File: config.mk
export PLATFORM = sky130hd
export DESIGN_NAME = operand_load_stage
export DESIGN_NICKNAME = d
export VERILOG_FILES = /design/src/rtl/operand_load_stage.sv
export SDC_FILE = /design/constraint.sdc
export NUM_CORES = 2
export LEC_CHECK = 0
export BUFFER_PORTS_ARGS = -buffer_cell sky130_fd_sc_hd__buf_4
export CORE_AREA = 2 2 627 629
export DETAILED_ROUTE_END_ITERATION = 8
export DIE_AREA = 0 0 629 631
export PLACE_DENSITY = 0.32
export SYNTH_ARGS = -nofsm -noshare
export SYNTH_HDL_FRONTEND = slang
export SYNTH_SLANG_ARGS = --single-unit
File: constraint.sdc
create_clock -name clk -period 46.4 [get_ports clk]
set_clock_uncertainty 0.15 [all_clocks]
set_input_delay 2.32 -clock clk [delete_from_list [all_inputs] [get_ports clk]]
set_output_delay 2.32 -clock clk [all_outputs]
set_load 0.05 [all_outputs]
File: src/rtl/operand_load_stage.sv
// Per-port operand-load stage: resolves source operands at accept, then holds them
// in an output register backed by a 1-entry skid buffer with wrap-aware flushing.
module operand_load_stage #(
  parameter  int NUM_PORTS = 4,
  parameter  int NUM_SRC   = 2,
  parameter  int XLEN      = 32,
  parameter  int TAG_W     = 7,
  parameter  int SQN_W     = 7,
  parameter  int NUM_WBS   = 4,
  parameter  int NUM_ZC    = 2,
  parameter  int NUM_XUS   = 7,
  parameter  int PAY_W     = 64,
  localparam int FU_W      = (NUM_XUS > 1) ? $clog2(NUM_XUS) : 1
) (
  input  logic                                  clk,
  input  logic                                  rst,
  input  logic [NUM_PORTS-1:0]                  IN_valid,
  output logic [NUM_PORTS-1:0]                  OUT_ready,
  input  logic [NUM_PORTS*SQN_W-1:0]            IN_sqN,
  input  logic [NUM_PORTS*NUM_SRC*TAG_W-1:0]    IN_srcTag,
  input  logic [NUM_PORTS-1:0]                  IN_useImm,
  input  logic [NUM_PORTS*XLEN-1:0]             IN_imm,
  input  logic [NUM_PORTS*FU_W-1:0]             IN_fu,
  input  logic [NUM_PORTS*PAY_W-1:0]            IN_payload,
  output logic [NUM_PORTS*NUM_SRC*(TAG_W-1)-1:0] OUT_rfReadAddr,
  input  logic [NUM_PORTS*NUM_SRC*XLEN-1:0]     IN_rfReadData,
  input  logic [NUM_WBS-1:0]                    IN_wbValid,
  input  logic [NUM_WBS*TAG_W-1:0]              IN_wbTag,
  input  logic [NUM_WBS*XLEN-1:0]               IN_wbData,
  input  logic [NUM_ZC-1:0]                     IN_zcValid,
  input  logic [NUM_ZC*TAG_W-1:0]               IN_zcTag,
  input  logic [NUM_ZC*XLEN-1:0]                IN_zcData,
  input  logic                                  IN_invalidate,
  input  logic [SQN_W-1:0]                      IN_invalidateSqN,
  input  logic [NUM_PORTS-1:0]                  IN_stall,
  output logic [NUM_PORTS-1:0]                  OUT_valid,
  output logic [NUM_PORTS*SQN_W-1:0]            OUT_sqN,
  output logic [NUM_PORTS*NUM_SRC*XLEN-1:0]     OUT_srcData,
  output logic [NUM_PORTS*PAY_W-1:0]            OUT_payload,
  output logic [NUM_PORTS*FU_W-1:0]             OUT_fu,
  output logic [NUM_PORTS*NUM_XUS-1:0]          OUT_enableXU
);

  logic [NUM_PORTS-1:0][SQN_W-1:0]               w_in_sqn;
  logic [NUM_PORTS-1:0][NUM_SRC-1:0][TAG_W-1:0]  w_in_tag;
  logic [NUM_PORTS-1:0][XLEN-1:0]                w_in_imm;
  logic [NUM_PORTS-1:0][FU_W-1:0]                w_in_fu;
  logic [NUM_PORTS-1:0][PAY_W-1:0]               w_in_pay;
  logic [NUM_PORTS-1:0][NUM_SRC-1:0][XLEN-1:0]   w_rf;
  logic [NUM_PORTS-1:0][NUM_SRC-1:0][XLEN-1:0]   w_res;
  logic [NUM_PORTS-1:0][NUM_SRC-1:0][TAG_W-2:0]  w_rf_addr;
  logic [NUM_WBS-1:0][TAG_W-1:0]                 w_wb_tag;
  logic [NUM_WBS-1:0][XLEN-1:0]                  w_wb_data;
  logic [NUM_ZC-1:0][TAG_W-1:0]                  w_zc_tag;
  logic [NUM_ZC-1:0][XLEN-1:0]                   w_zc_data;
  logic [NUM_PORTS-1:0][NUM_XUS-1:0]             w_en;
  logic [NUM_PORTS-1:0] w_accept, w_advance, w_out_live, w_skid_live;

  logic [NUM_PORTS-1:0]                          r_out_valid, r_skid_valid;
  logic [NUM_PORTS-1:0][SQN_W-1:0]               r_out_sqn, r_skid_sqn;
  logic [NUM_PORTS-1:0][NUM_SRC-1:0][XLEN-1:0]   r_out_src, r_skid_src;
  logic [NUM_PORTS-1:0][FU_W-1:0]                r_out_fu, r_skid_fu;
  logic [NUM_PORTS-1:0][PAY_W-1:0]               r_out_pay, r_skid_pay;

  assign w_in_sqn  = IN_sqN;
  assign w_in_tag  = IN_srcTag;
  assign w_in_imm  = IN_imm;
  assign w_in_fu   = IN_fu;
  assign w_in_pay  = IN_payload;
  assign w_rf      = IN_rfReadData;
  assign w_wb_tag  = IN_wbTag;
  assign w_wb_data = IN_wbData;
  assign w_zc_tag  = IN_zcTag;
  assign w_zc_data = IN_zcData;

  // Sequence numbers wrap, so "younger" is the sign of the modular difference.
  function automatic logic younger(input logic [SQN_W-1:0] s, input logic [SQN_W-1:0] base);
    logic [SQN_W-1:0] d;
    d = s - base;
    return (d != '0) && !d[SQN_W-1];
  endfunction

  always_comb begin
    w_res     = '0;
    w_rf_addr = '0;
    for (int p = 0; p < NUM_PORTS; p++) begin
      for (int s = 0; s < NUM_SRC; s++) begin
        w_rf_addr[p][s] = w_in_tag[p][s][TAG_W-2:0];
        w_res[p][s]     = w_rf[p][s];
        for (int w = 0; w < NUM_WBS; w++)
          if (IN_wbValid[w] && (w_wb_tag[w] == w_in_tag[p][s])) w_res[p][s] = w_wb_data[w];
        for (int z = 0; z < NUM_ZC; z++)
          if (IN_zcValid[z] && (w_zc_tag[z] == w_in_tag[p][s])) w_res[p][s] = w_zc_data[z];
        if (w_in_tag[p][s][TAG_W-1])
          w_res[p][s] = {{(XLEN-TAG_W+1){w_in_tag[p][s][TAG_W-2]}}, w_in_tag[p][s][TAG_W-2:0]};
        if ((s == 1) && IN_useImm[p]) w_res[p][s] = w_in_imm[p];
      end
    end
  end

  always_comb begin
    w_out_live  = '0;
    w_skid_live = '0;
    w_accept    = '0;
    w_advance   = '0;
    for (int p = 0; p < NUM_PORTS; p++) begin
      w_out_live[p]  = r_out_valid[p] && !(IN_invalidate && younger(r_out_sqn[p], IN_invalidateSqN));
      w_skid_live[p] = r_skid_valid[p] && !(IN_invalidate && younger(r_skid_sqn[p], IN_invalidateSqN));
      w_accept[p]    = IN_valid[p] && !r_skid_valid[p] &&
                       !(IN_invalidate && younger(w_in_sqn[p], IN_invalidateSqN));
      w_advance[p]   = !IN_stall[p] || !w_out_live[p];
    end
  end

  always_ff @(posedge clk or posedge rst) begin
    if (rst) begin
      r_out_valid  <= '0;
      r_skid_valid <= '0;
    end else begin
      for (int p = 0; p < NUM_PORTS; p++) begin
        if (w_advance[p]) begin
          r_out_valid[p]  <= w_skid_live[p] || w_accept[p];
          r_skid_valid[p] <= 1'b0;
        end else begin
          r_out_valid[p]  <= w_out_live[p];
          r_skid_valid[p] <= w_skid_live[p] || w_accept[p];
        end
      end
    end
  end

  // Payload registers carry no reset; only the valid bits above qualify them.
  always_ff @(posedge clk) begin
    for (int p = 0; p < NUM_PORTS; p++) begin
      if (w_advance[p]) begin
        if (r_skid_valid[p]) begin
          r_out_sqn[p] <= r_skid_sqn[p];
          r_out_src[p] <= r_skid_src[p];
          r_out_fu[p]  <= r_skid_fu[p];
          r_out_pay[p] <= r_skid_pay[p];
        end else begin
          r_out_sqn[p] <= w_in_sqn[p];
          r_out_src[p] <= w_res[p];
          r_out_fu[p]  <= w_in_fu[p];
          r_out_pay[p] <= w_in_pay[p];
        end
      end else if (w_accept[p]) begin
        r_skid_sqn[p] <= w_in_sqn[p];
        r_skid_src[p] <= w_res[p];
        r_skid_fu[p]  <= w_in_fu[p];
        r_skid_pay[p] <= w_in_pay[p];
      end
    end
  end

  always_comb begin
    w_en = '0;
    for (int p = 0; p < NUM_PORTS; p++)
      if (r_out_valid[p] && ({1'b0, r_out_fu[p]} < (FU_W+1)'(NUM_XUS)))
        w_en[p][r_out_fu[p]] = 1'b1;
  end

  assign OUT_ready      = ~r_skid_valid;
  assign OUT_valid      = r_out_valid;
  assign OUT_sqN        = r_out_sqn;
  assign OUT_srcData    = r_out_src;
  assign OUT_fu         = r_out_fu;
  assign OUT_payload    = r_out_pay;
  assign OUT_enableXU   = w_en;
  assign OUT_rfReadAddr = w_rf_addr;

  for (genvar g = 0; g < NUM_PORTS; g++) begin : g_fu_chk
    // An out-of-range FU code leaves the uop valid but enables no unit.
    a_fu_range: assert property (@(posedge clk) disable iff (rst)
      r_out_valid[g] |-> ({1'b0, r_out_fu[g]} < (FU_W+1)'(NUM_XUS)));
  end

endmodule

==> flow_metrics.py <==
metrics = {
    "sta": {
        "finalHoldViolations": 0,
        "tns_ns": 0,
        "tightest_slew_ns": 1.39,
        "max-slew-margin-rel_pct": 4.75,
        "rsz0062_at_grt": "no",
        "setup_viol": 0,
        "min_period_over_period_pct": 15.7,
        "slew_viol_final": 0,
        "final.setup.worst_slack_ns": 39.09,
        "min_period_ns": 7.31,
        "fmax_mhz": 137,
    },
    "setup_path": {
        "endpoint": "r_skid_src[224]",
        "slowest_stage": "buf_4",
        "worstPathCellList": "buf_4 > inv_1 > ha_1 > nor2b_1 > o21a_1 > o2111a_1 > a2111oi_0 > xnor2_1 > o311ai_4 > buf_4 > nor2_4 > buf_4 > buf_4 > buf_4",
        "crit_arrival_ns": 7.62,
        "startpoint_type": "input pin",
        "r2r_cells": 12,
        "timing.rr.start": "OUT_sqN[22]",
        "crit_path_frequent_cell": "buf_4",
        "crit_start": "IN_invalidateSqN[1]",
        "r2r_slack_ns": 40.77,
        "cp-end-kind": "flip-flop",
        "critPathKind": "input pin to flip-flop",
        "required_ns": 46.71,
        "cpPeakStageDelay_ns": 0.73,
        "timing.rr.end": "r_skid_src[224]",
        "crit_fanout": 49,
    },
    "drt": {
        "wl_per_cell_um": 43.0,
        "drtPass1Iterations": 6,
        "ant_nets": 0,
        "drt-vias-per-instance": 4.92,
        "drt_iter0_drc": 7249,
        "drt_wl_total_mm": 541,
        "drc_errors": 0,
        "via_count": 61900,
    },
    "worst_hold_path": {
        "hold_path.class": "flip-flop to flip-flop",
    },
    "synthesis": {
        "synth-edff-count": 1104,
        "synthXorXnorAreaFrac_pct": 4.97,
        "syn_inst": 5859,
        "netlist.area_leader.share_pct": 50.4,
        "synth_most_common_cell": "edfxtp_1",
        "synth_seq_cells": 1112,
        "synth_area_leaders": "edfxtp_1 50%, mux2_2 7.6%, xnor2_1 2.9%, mux2i_1 2.8%, nor2_1 2.5%",
        "synth.mux.area_fraction_pct": 10.4,
        "synth_area_sq_um": 65800,
        "yosys.area_share.simple_pct": 10.2,
        "synth_nets": 6929,
        "synthArstFlopShare_pct": 0.719,
        "yosys-top-cells-count": "1104 x edfxtp_1, 443 x mux2_2, 439 x nor2_1",
        "synth_top_family_by_area": "compound AO/OA/AOI/OAI gates",
        "synthFlopType": "edfxtp_1",
        "synth-seq-area-share_pct": 50.7,
        "yosysTopAreaCell": "edfxtp_1",
        "synth_compound_area_share_pct": 17.6,
        "synth_warnings": 0,
        "ys_types": 89,
        "postSynthAreaPerCell_sq_um": 11.2,
        "synth-adder-area-share_pct": 1.37,
    },
    "clock_tree": {
        "cts-resized-gates": 0,
        "post_cts_buffers": 0,
        "clk_pin_slew_ns": 0.06,
        "h-tree-depth": 4,
        "cts_buffers": 155,
        "cts_tree": "done",
        "clk_latency_ns": 0.87,
        "cts-hold-fix-buffers": 0,
        "cts_root_buf": "clkbuf_16",
        "clk_path_buf_depth": 4,
        "cts.sinks": 1112,
    },
    "floorplan": {
        "dieArea_sq_um": 397000,
        "core-area_sq_um": 391000,
        "rows": 230,
        "die_h_um": 631,
        "initial_utilization_pct": 16.8,
        "die_width_um": 629,
        "io_pins": 1634,
    },
    "final_layout": {
        "nFillCells": 42300,
        "area_growth_pct": 34.5,
        "drive_gt1_share_pct": 35.7,
        "fin_util_pct": 22.6,
        "multiInputGateArea_sq_um": 29600,
        "nets": 8244,
        "seq_area_sq_um": 33400,
    },
    "global_route": {
        "gr-total-overflow": 0,
        "grt_pass1_wl_mm": 679,
        "antenna_found_initial": 140,
        "gr-usage-all-layers_pct": 26.1,
        "grt_max_degree": 132,
        "grt_pass1_vias": 59700,
    },
    "status": {
        "status": "complete, no violations",
    },
    "place": {
        "dp_hpwl_mm": 417,
        "io_buffer_count": 1633,
        "finalWeightedCongestion": 0.914,
        "detailedPlace.worstSlack_ns": 38.12,
    },
    "power": {
        "p_leak_uw": 0.0319,
        "ir_drop_uv": 24.9,
        "pwr_density_cell_nw_per_um2": 42.2,
    },
    "flow_run": {
        "maxCapViolations": 0,
    },
}
-- power breakdown --
group          leakage [uW]  total (uW)  internal [uW]  switching [uW]
Sequential           0.0108        1350           1270            80.4
Combinational        0.0186        1130            305             827
Clock               0.00249        1260            717             543
-- flip-flops by register name, summed over array words and instances, names as in the netlist --
| register | count |
|---|---|
| OUT_fu | 12 |
| OUT_payload | 256 |
| OUT_sqN | 28 |
| OUT_srcData | 256 |
| OUT_valid | 4 |
| r_skid_fu | 12 |
| r_skid_pay | 256 |
| r_skid_sqn | 28 |
| r_skid_src | 256 |
| r_skid_valid | 4 |
-- worst min path at each step --
stage / start / endpoint / cells past startpoint / slack (ns)
final: r_skid_pay[127] / OUT_payload[127] / 1 / 0.37
after global routing: r_skid_pay[92] / OUT_payload[92] / 1 / 0.38
after CTS: r_skid_pay[92] / OUT_payload[92] / 1 / 0.35
after detailed placement: r_skid_src[24] / OUT_srcData[24] / 2 / 0.36
after global placement: r_skid_src[40] / OUT_srcData[40] / 2 / 0.36
after floorplan: r_skid_src[10] / OUT_srcData[10] / 2 / 0.34
-- placed cells by master, fill, tap and decap left out, drive strengths merged, types with 59 or more instances in the layout --
cell type / instances
a211oi: 158
a21oi: 210
a221oi: 176
a31oi: 72
buf: 1776
clkbuf: 178
clkinv: 67
diode: 73
edfxtp: 1104
ha: 72
inv: 102
mux2: 444
mux2i: 183
nand2: 298
nand3: 118
nand4: 59
nor2: 441
nor2b: 76
nor3: 168
o21ai: 277
o221ai: 88
xnor2: 218
xor2: 155
-- layer usage --
metal  GRT usage (%)  part of all wire [%]  up-vias
li1                -                     -    25400
met5               0                 0.073        -
met2            44.8                    49     3721
met3            5.45                   6.7     1046
met4            17.7                   7.7       64
met1            29.0                    37    31700
-- cells by family (layout without fill, tap and decap cells) --
logic type / after synthesis / after routing
simple gates: 1396 / 1396
compound gates: 1571 / 1571
xor+xnor: 373 / 373
buf+inv: 708 / 2145
other cells: 0 / 73
flops: 1112 / 1112
mux: 627 / 627
fa+ha+maj: 72 / 72
-- critical path, delay by kind of cell --
family	cells	cell delay (ns)
adders and majority gates	1	0.37
and+or+nand+nor	2	0.36
AOI/OAI and AO/OA	4	1.08
buffers and inverters	6	3.04
xor gates and xnor gates	1	0.23
-- cell type report --
class                           instances  share of cell area [%]
Sequential cell                      1112                    37.7
Multi-Input combinational cell       4039                    33.4
Tap cell                             5220                    7.38
Clock buffer                          178                    4.49
Inverter                               90                   0.386
Timing Repair Buffer                 1776                    15.1
Antenna cell                           73                   0.206
Clock inverter                        101                    1.24
-- stage by stage --
stage | power (uW) | area, sq um | cells | hold WS [ns]
2_1_floorplan | 1960 | 65800 | 5859 | 0.343
3_3_place_gp | 2510 | 83200 | 12200 | 0.363
3_5_place_dp | 2510 | 83200 | 12200 | 0.359
4_1_cts | 3790 | 88300 | 12500 | 0.350
5_1_grt | 3840 | 88400 | 12500 | 0.377
6_report | 3740 | 88500 | 12600 | 0.372
Power figures use the tool's default switching activity.
